[src/rtl/cfi_commit_monitor_if.sv]
// Minimal stand-ins for the core's riscv/ariane_pkg types, plus the commit-port bundle
// that the CFI commit monitor observes.
package riscv;
   localparam logic [63:0] BREAKPOINT = 64'd3;
endpackage

package ariane_pkg;
   typedef enum logic [3:0] {ADD, SUB, ANDL, ORL, XORL, JAL, JALR, LOAD, STORE} fu_op;

   typedef struct packed {
      logic [63:0] cause;
      logic [63:0] tval;
      logic        valid;
   } exception_t;

   typedef struct packed {
      logic [63:0] pc;
      fu_op        op;
      logic [4:0]  rs1;
      logic [4:0]  rd;
      logic [63:0] result;
      exception_t  ex;
   } scoreboard_entry_t;
endpackage

interface cfi_commit_monitor_if #(
   parameter int unsigned NR_COMMIT_PORTS = 2
) ();
   logic [NR_COMMIT_PORTS-1:0]                          commit_ack;
   ariane_pkg::scoreboard_entry_t [NR_COMMIT_PORTS-1:0] commit_instr;

   modport master (output commit_ack, output commit_instr);
   modport slave  (input  commit_ack, input  commit_instr);
endinterface

[src/rtl/cfi_commit_monitor.sv]
// Shadow-stack-free CFI check: every retired call/return must be followed by its marker
// instruction; anything else is counted, logged and optionally raised as a breakpoint.
module cfi_commit_monitor #(
   parameter int unsigned       NR_COMMIT_PORTS = 2,
   parameter ariane_pkg::fu_op  NOP_OP          = ariane_pkg::ADD,
   parameter logic [4:0]        NOP_RD          = 5'h0,
   parameter logic [4:0]        NOP_RS1         = 5'h0,
   parameter logic [4:0]        IMM_RET         = 5'h1,
   parameter logic [4:0]        IMM_CALL        = 5'h2,
   parameter int unsigned       CNT_WIDTH       = 16
) (
   input  logic                    clk_i,
   input  logic                    rst_ni,
   input  logic                    flush_i,
   input  logic                    csr_en_i,
   input  logic                    enforce_i,
   cfi_commit_monitor_if.slave     commit_if,
   output ariane_pkg::exception_t  exception_o,
   output logic                    cfi_signal_o,
   output logic [CNT_WIDTH-1:0]    viol_count_o,
   output logic [63:0]             last_viol_pc_o,
   output logic [1:0]              pending_o
);
   import ariane_pkg::*;

   typedef enum logic [1:0] {
      PEND_NONE = 2'b00,
      PEND_RET  = 2'b01,
      PEND_CALL = 2'b10
   } pendState_e;

   pendState_e              pending_q, pending_d;
   exception_t              exception_q;
   logic                    cfiSignal_q;
   logic [CNT_WIDTH-1:0]    violCount_q, violCount_d;
   logic [63:0]             lastViolPc_q;

   logic [NR_COMMIT_PORTS-1:0] isRet, isCall, isMarkRet, isMarkCall;
   logic [2:0]                 violCnt;
   logic                       violFound;
   logic [63:0]                violPc;
   logic [CNT_WIDTH+2:0]       countSum;

   // Per-slot decode of control-flow instructions and the two marker encodings.
   always_comb begin
      isRet      = '0;
      isCall     = '0;
      isMarkRet  = '0;
      isMarkCall = '0;
      for (int k = 0; k < NR_COMMIT_PORTS; k++) begin
         isRet[k]      = (commit_if.commit_instr[k].op == JALR) &&
                         (commit_if.commit_instr[k].rd == 5'd0) &&
                         (commit_if.commit_instr[k].rs1 == 5'd1);
         isCall[k]     = ((commit_if.commit_instr[k].op == JAL) ||
                          (commit_if.commit_instr[k].op == JALR)) &&
                         (commit_if.commit_instr[k].rd != 5'd0);
         isMarkRet[k]  = (commit_if.commit_instr[k].op == NOP_OP) &&
                         (commit_if.commit_instr[k].rd == NOP_RD) &&
                         (commit_if.commit_instr[k].rs1 == NOP_RS1) &&
                         (commit_if.commit_instr[k].result[4:0] == IMM_RET);
         isMarkCall[k] = (commit_if.commit_instr[k].op == NOP_OP) &&
                         (commit_if.commit_instr[k].rd == NOP_RD) &&
                         (commit_if.commit_instr[k].rs1 == NOP_RS1) &&
                         (commit_if.commit_instr[k].result[4:0] == IMM_CALL);
      end
   end

   // Pending state ripples through the slots in program order; the first offender's PC
   // is kept for tval/last_viol_pc. Excepting slots only drop the pending check.
   always_comb begin
      pending_d = pending_q;
      violCnt   = '0;
      violFound = 1'b0;
      violPc    = '0;
      for (int k = 0; k < NR_COMMIT_PORTS; k++) begin
         if (commit_if.commit_ack[k]) begin
            if (commit_if.commit_instr[k].ex.valid) begin
               pending_d = PEND_NONE;
            end else begin
               if (pending_d != PEND_NONE) begin
                  if (!((pending_d == PEND_RET && isMarkRet[k]) ||
                        (pending_d == PEND_CALL && isMarkCall[k]))) begin
                     violCnt = violCnt + 3'd1;
                     if (!violFound) begin
                        violFound = 1'b1;
                        violPc    = commit_if.commit_instr[k].pc;
                     end
                  end
                  pending_d = PEND_NONE;
               end
               if (isCall[k]) begin
                  pending_d = PEND_CALL;
               end else if (isRet[k]) begin
                  pending_d = PEND_RET;
               end
            end
         end
      end
      countSum    = {3'b000, violCount_q} + {{CNT_WIDTH{1'b0}}, violCnt};
      violCount_d = (|countSum[CNT_WIDTH+2:CNT_WIDTH]) ? {CNT_WIDTH{1'b1}}
                                                        : countSum[CNT_WIDTH-1:0];
   end

   // Disabled keeps the log but drops any pending check; a flush abandons the check
   // and masks whatever the flushed slots would have reported.
   always_ff @(posedge clk_i or negedge rst_ni) begin
      if (!rst_ni) begin
         pending_q    <= PEND_NONE;
         exception_q  <= '0;
         cfiSignal_q  <= 1'b0;
         violCount_q  <= '0;
         lastViolPc_q <= '0;
      end else if (!csr_en_i) begin
         pending_q         <= PEND_NONE;
         exception_q.valid <= 1'b0;
         cfiSignal_q       <= 1'b0;
      end else if (flush_i || (violCnt == 3'd0)) begin
         pending_q   <= flush_i ? PEND_NONE : pending_d;
         exception_q <= '0;
         cfiSignal_q <= 1'b0;
      end else begin
         pending_q         <= pending_d;
         exception_q.cause <= riscv::BREAKPOINT;
         exception_q.tval  <= violPc;
         exception_q.valid <= enforce_i;
         cfiSignal_q       <= 1'b1;
         violCount_q       <= violCount_d;
         lastViolPc_q      <= violPc;
      end
   end

   assign exception_o    = exception_q;
   assign cfi_signal_o   = cfiSignal_q;
   assign viol_count_o   = violCount_q;
   assign last_viol_pc_o = lastViolPc_q;
   assign pending_o      = pending_q;

endmodule

[src/flat_wrapper.sv]
// flat-port wrapper written by rule: the top's interface ports become plain ports
module cfi_commit_monitor_flat import ariane_pkg::*;
#(
   parameter int unsigned       NR_COMMIT_PORTS = 2,
   parameter ariane_pkg::fu_op  NOP_OP          = ariane_pkg::ADD,
   parameter logic [4:0]        NOP_RD          = 5'h0,
   parameter logic [4:0]        NOP_RS1         = 5'h0,
   parameter logic [4:0]        IMM_RET         = 5'h1,
   parameter logic [4:0]        IMM_CALL        = 5'h2,
   parameter int unsigned       CNT_WIDTH       = 16
)
  (clk_i, rst_ni, flush_i, csr_en_i, enforce_i, exception_o, cfi_signal_o, viol_count_o, last_viol_pc_o, pending_o, commit_if_commit_ack, commit_if_commit_instr);
  cfi_commit_monitor_if #(.NR_COMMIT_PORTS(NR_COMMIT_PORTS)) commit_if_i ();
  input  logic clk_i;
  input  logic rst_ni;
  input  logic flush_i;
  input  logic csr_en_i;
  input  logic enforce_i;
  output ariane_pkg::exception_t exception_o;
  output logic cfi_signal_o;
  output logic [CNT_WIDTH-1:0] viol_count_o;
  output logic [63:0] last_viol_pc_o;
  output logic [1:0] pending_o;
  input wire logic [$bits(commit_if_i.commit_ack)-1:0] commit_if_commit_ack;
  input wire logic [$bits(commit_if_i.commit_instr)-1:0] commit_if_commit_instr;
  assign commit_if_i.commit_ack = commit_if_commit_ack;
  assign commit_if_i.commit_instr = commit_if_commit_instr;
  cfi_commit_monitor #(.NR_COMMIT_PORTS(NR_COMMIT_PORTS), .NOP_OP(NOP_OP), .NOP_RD(NOP_RD), .NOP_RS1(NOP_RS1), .IMM_RET(IMM_RET), .IMM_CALL(IMM_CALL), .CNT_WIDTH(CNT_WIDTH)) u_core (.clk_i(clk_i), .rst_ni(rst_ni), .flush_i(flush_i), .csr_en_i(csr_en_i), .enforce_i(enforce_i), .commit_if(commit_if_i), .exception_o(exception_o), .cfi_signal_o(cfi_signal_o), .viol_count_o(viol_count_o), .last_viol_pc_o(last_viol_pc_o), .pending_o(pending_o));
endmodule
[config.mk]
export PLATFORM = sky130hd
export DESIGN_NAME = cfi_commit_monitor_flat
export DESIGN_NICKNAME = d
export VERILOG_FILES = /design/src/rtl/cfi_commit_monitor_if.sv /design/src/rtl/cfi_commit_monitor.sv /design/src/flat_wrapper.sv
export SDC_FILE = /design/constraint.sdc
export NUM_CORES = 1
export LEC_CHECK = 0
export ABC_AREA = 1
export ABC_CLOCK_PERIOD_IN_PS = 4500
export BUFFER_PORTS_ARGS = -buffer_cell sky130_fd_sc_hd__buf_2
export CAP_MARGIN = 0
export CORE_AREA = 4 4 296 298
export CTS_CLUSTER_DIAMETER = 100
export CTS_CLUSTER_SIZE = 20
export DETAILED_ROUTE_END_ITERATION = 12
export DIE_AREA = 0 0 300 302
export RECOVER_POWER = 50
export SLEW_MARGIN = 10
export SYNTH_ARGS = -nofsm -noshare
export SYNTH_HDL_FRONTEND = slang
export SYNTH_SLANG_ARGS = --single-unit
export TNS_END_PERCENT = 30
[constraint.sdc]
create_clock -name clk_i -period 4.5 [get_ports clk_i]
set_input_delay 0 -clock clk_i [delete_from_list [all_inputs] [get_ports clk_i]]
set_output_delay 0 -clock clk_i [all_outputs]
set_load 0.03 [all_outputs]
## After elaboration in Yosys (flattened, before gate mapping)

Index checks and enable logic that the tools add are counted.

| cells by class | value |
|---|---|
| multipliers | 0 |
| divide/modulo/power cells | 0 |
| equal/unequal tests | 14 |
| add/sub/neg operators | 2 |
| bitwise logic cells | 1 |
| order comparisons | 0 |
| shifts and indexed selects | 0 |
| reductions and logical operators | 36 |
| mux-type cells | 39 |

Operators with widths:

| cell | count |
|---|---|
| 2-to-1 mux 64 bit | 9 |
| 2-to-1 mux 67 bit | 1 |
| 2-to-1 mux 2 bit | 13 |
| 2-to-1 mux 3 bit | 7 |
| equality test 5 x 1 -> 1 bit (second input constant) | 4 |
| zero test 5 bit | 4 |
| logical AND 1 bit | 18 |
| adder 16 x 3 -> 17 bit | 1 |
| equality test 4 x 3 -> 1 bit (second input constant) | 4 |
| 2-to-1 mux 16 bit | 1 |
| equality test 5 x 2 -> 1 bit (second input constant) | 2 |
| nonzero test 5 bit | 2 |
| zero test 4 bit | 2 |
| 2-to-1 mux 1 bit | 8 |
| logical OR 1 bit | 5 |
| equality test 2 x 1 -> 1 bit (second input constant) | 2 |
| equality test 2 bit (second input constant) | 2 |
| nonzero test 2 bit | 2 |
| adder 3 x 1 -> 3 bit (second input constant) | 1 |
| zero test 3 bit | 1 |
| OR reduction 3 bit | 1 |
| AND reduction 2 bit | 1 |
| NOT 1 bit | 1 |

| word-level totals | value |
|---|---|
| memories | 0 |
| latch bits | 0 |
| output and inout port bits | 212 |
| memory bits (read-only) | 0 |
| input port bits | 549 |
| register bits after elaboration | 212 |
| word-level logic and storage cells | 99 |
| bits in writable memories | 0 |

## Logic depth before layout (Yosys ltp)

| depth | value |
|---|---|
| depth after elaboration | 19 |
| depth in mapped cells | 22 |
| mapped depth without buffers | 22 |

## Worst setup path after synthesis

Ideal clock, no wire load.

| timing | value |
|---|---|
| path type | reg2reg |
| from | register u_core.pending_q[0] (netlist: u_core.pending_o[0]) |
| to | register u_core.violCount_q[10] (netlist: u_core.viol_count_o[10]) |
| data arrival time | 3.460 ns |
| stages on the path, launching flop included | 19 |
| data required time | 4.417 ns |
| buffers on the path | 2 |
| setup slack | 0.957 ns |
| library setup time | 0.083 ns |
| period minus slack after synthesis | 3.543 ns |
| path through | dfrtp_1 -> inv_1 -> o21ai_0 -> nand3_1 -> o21ai_2 -> inv_2 -> clkbuf_1 -> ha_1 -> nand3_1 -> nand2_1 -> ha_1 -> inv_1 -> fa_1 -> nor2_1 -> nand2_1 -> nor2_1 -> buf_2 -> nor2_1 -> o21ai_0 |

| between the ends | value |
|---|---|
| word-level cells in the longest chain between the ends | 17 |
| elaborated cells on any way between the ends | 33 |
| those cells by class | add/sub: 2; eq/ne: 4; mux: 14; bitwise: 1; reduce/logical: 12 |

Ends and longest elaborated chain:

| item | RTL line | text |
|---|---|---|
| start: declaration | cfi_commit_monitor.sv:32 | `pendState_e pending_q, pending_d;` |
| start signal: assignment | cfi_commit_monitor.sv:118 | `pending_q <= flush_i ? PEND_NONE : pending_d;` |
| start signal: assignment | cfi_commit_monitor.sv:122 | `pending_q <= pending_d;` |
| branches (longest 12 deep; another with adder 3 x 1 -> 3 bit) | - |  |
| 2-to-1 mux 3 bit (*) | cfi_commit_monitor.sv:76 | `if (commit_if.commit_ack[k]) begin` |
| branches (longest 4 deep; another with adder 16 x 3 -> 17 bit) | - |  |
| end signal: assignment | cfi_commit_monitor.sv:127 | `violCount_q <= violCount_d;` |
| end: declaration | cfi_commit_monitor.sv:35 | `logic [CNT_WIDTH-1:0] violCount_q, violCount_d;` |

Mark *: on every way between the ends.
A chain may end at the register's enable or synchronous reset.

## Worst setup path in the final report

| timing | value |
|---|---|
| from | register u_core.pending_q[0] (netlist: u_core.pending_o[0]) |
| to | register u_core.violCount_q[15] (netlist: u_core.viol_count_o[15]) |

The elaborated chain is that of the path after synthesis.

==> impl_metrics.tcl <==
set metrics [dict create \
    wl_per_cell_um 13.6 \
    finalCritPeriodShare_pct 79.5 \
    hold_viol 0 \
    netSwitchingPower_mw 0.883 \
    die-area_sq_mm 0.0906 \
    htreeDepth 4 \
    syn_area_sq_mm 0.00804 \
    tritoncts "yes" \
    portBuffers 324 \
    path_max_fanout 15 \
    synth_common_cells "nand2_1 (400), dfrtp_1 (149), o21ai_0 (102)" \
    fin_setup_tns_ps 0 \
    grt_max_degree 120 \
    seq_power_share_pct 42.9 \
    violations "max-capacitance violations, max-slew violations" \
    netlist.area_leader.share_pct 46.4 \
    drtAntennaViolNets 0 \
    fin_util_pct 14.3 \
    grt_util_met3_pct 3.73 \
    area_growth_pct 51.3 \
    grt_pass1_wl_mm 51.2 \
    cap_violations 1 \
    hp-class "in2reg" \
    die_width_um 300 \
    grt_pass1_vias 8033 \
    p_leak_nw 6.05 \
    slew_headroom_pct -127 \
    cts_setup_buffers 0 \
    gp_congestion 0.808 \
    cts_max_path_buffers 2 \
    rsz0062_at_grt "false" \
    min_period_ps 3580 \
    cts_resized 0 \
    setup_slack_ps 922 \
    layout.nets 2011 \
    ys_warn_count 0 \
    ys.flop_type "dfrtp_1" \
    syn_area_per_cell_sq_um 7.63 \
    root_buffer "clkbuf_16" \
    core_sq_mm 0.0849 \
    globalRouteOverflowTotal 0 \
    dp_slack_ps 899 \
    finalSetupViolations 0 \
    yosysMostFrequentCell "nand2_1" \
    fin_skew_ps 15.8 \
    tightest_slew_ps 3410 \
    required_ps 4900 \
    critPathKind "reg2reg" \
    vias 8246 \
    synth-edff-count 0 \
    critPathCaptureType "flip-flop" \
    cts_made_buffers 17 \
    start_util_pct 9.47 \
    die_h_um 302 \
    drtIter0Drc 380 \
    status "finished, violations left" \
    antenna_found_initial 12 \
    synthArstFlopShare_pct 100 \
    peakVddDrop_v 0.000258 \
    dr.pass1.iters 5 \
    fmax_mhz 279 \
    fp-row-count 107 \
    slew_viol_final 61 \
    power.internal_mw 2.28 \
    n_fill_cell 9828 \
    synth_seq_cells 149 \
    clk_pin_slew_ps 80 \
    via_per_inst 3.15 \
    worstPathArrival_ps 3970 \
    postRouteWirelength_mm 35.6 \
    p_per_area_mw_per_mm2 260 \
    drc 0 \
    clock_sinks 149 \
    busiest_layer "met2" \
    ys_types 35 \
    power_frac_comb_pct 10.8 \
    cts_hold_buf 105 \
    ios 761 \
    drive_gt1_share_pct 19.6 \
    clkLatencyLatePin_ps 470 \
    yosysTopAreaCell "dfrtp_1" \
    dp_hpwl_mm 26.7 \
    gr-usage-all-layers_pct 7.72 \
    p_clk_share_pct 46.3 \
    grt_util_met1_pct 9.64 \
    synth_seq_area_share_pct 46.4 \
    yosys-top-cells-area "dfrtp_1 (46%), nand2_1 (19%), o21ai_0 (6.4%)" \
    swShare_pct 28.0 \
    cp-start-kind "flip-flop" \
    gr-usage-met2_pct 11.5 \
    synthCells 1053 \
]
-- layout make-up --
cell class / count / area, sq um / area share [%]
diodes: 4 / 10.0 / 0.0823
clock buffers: 19 / 453 / 3.72
clock inverters: 13 / 136 / 1.12
inverters: 56 / 210 / 1.73
multi-input cells: 791 / 3570 / 29.4
flip-flops and latches: 149 / 3730 / 30.7
well taps: 1144 / 1430 / 11.8
repair buffers: 443 / 2620 / 21.5
-- per-layer routing --
layer / up-vias / routed length (um) / share of wire [%]
li1: 3995 / - / -
met1: 3818 / 15600 / 44
met2: 366 / 14900 / 42
met3: 55 / 3970 / 11
met4: 12 / 1030 / 2.9
met5: - / 85 / 0.24
-- worst paths after layout --
kind / slack [ps] / depth (start not counted) / to / from
min in group asynchronous: 1230 / 2 / u_core.exception_o[35] / rst_ni
hold / removal: 10 / 4 / u_core.last_viol_pc_o[52] / commit_if_commit_instr[259]
max in group asynchronous: 1230 / 3 / u_core.last_viol_pc_o[48] / rst_ni
setup reg to reg: 920 / 19 / u_core.viol_count_o[15] / u_core.pending_o[0]
hold reg to reg: 480 / 2 / u_core.exception_o[32] / u_core.exception_o[32]
setup / recovery: 920 / 19 / u_core.viol_count_o[15] / u_core.pending_o[0]
-- worst max-delay path: stages, from the launching register on --
cell     delay [ps]
dfrtp_1         550
inv_1           100
o21ai_0         170
nand3_1         140
o21ai_4         220
inv_2            80
ha_1            270
nand3_1         110
nand2_1         110
ha_1            160
inv_1            70
fa_1            500
nor2_1          280
nand2_1         150
nor2_1          120
buf_4           210
inv_1            70
nand2_1          60
nand2_1          50
nand2_1          80
-- placed cells by master, fill, tap and decap left out, drive strengths merged, types with 2 or more instances in the layout --
cell type	n
a21oi	3
buf	189
clkbuf	168
clkinv	2
clkinvlp	3
conb	62
dfrtp	149
diode	4
dlygate4sd3	105
ha	3
inv	63
nand2	431
nand3	79
nand3b	2
nand4	6
nor2	50
nor3	9
nor4	5
o21ai	103
or2	20
xnor2	2
xor2	11
-- power groups by stage --
stage / registers [mW] / logic [mW] / clock network (mW)
after floorplan: 1.40 / 0.171 / 0
final: 1.36 / 0.341 / 1.46
after global routing: 1.36 / 0.377 / 1.57
after global placement: 1.38 / 0.301 / 0
after detailed placement: 1.38 / 0.302 / 0
after CTS: 1.36 / 0.348 / 1.53
-- sequential cells by signal (all words and copies together), names as in the netlist --
| name | cells |
|---|---|
| u_core.last_viol_pc_o | 64 |
| u_core.cfi_signal_o | 1 |
| u_core.pending_o | 2 |
| u_core.viol_count_o | 16 |
| u_core.exception_o | 66 |
-- cells by family (layout without fill, tap and decap cells) --
kind of cell / after synthesis / after routing / synth area share (%)
flops: 149 / 149 / 46.4
simple gates: 604 / 604 / 32.3
xor+xnor: 13 / 13 / 1.42
other cells: 1 / 66 / 0.0467
buf+inv: 174 / 531 / 12.2
fa+ha+maj: 4 / 4 / 0.716
compound gates: 108 / 108 / 6.84
-- stage by stage --
step	power [mW]	area [sq um]	instances	hold slack, ps
final	3.16	12200	2619	9.76
after global routing	3.31	12200	2615	13.3
after detailed placement	1.68	10700	2478	11.2
after floorplan	1.57	8260	1114	-296
after CTS	3.23	12300	2615	0.693
after global placement	1.68	10700	2478	14.8
No activity file was read; power rests on OpenSTA's default activity.
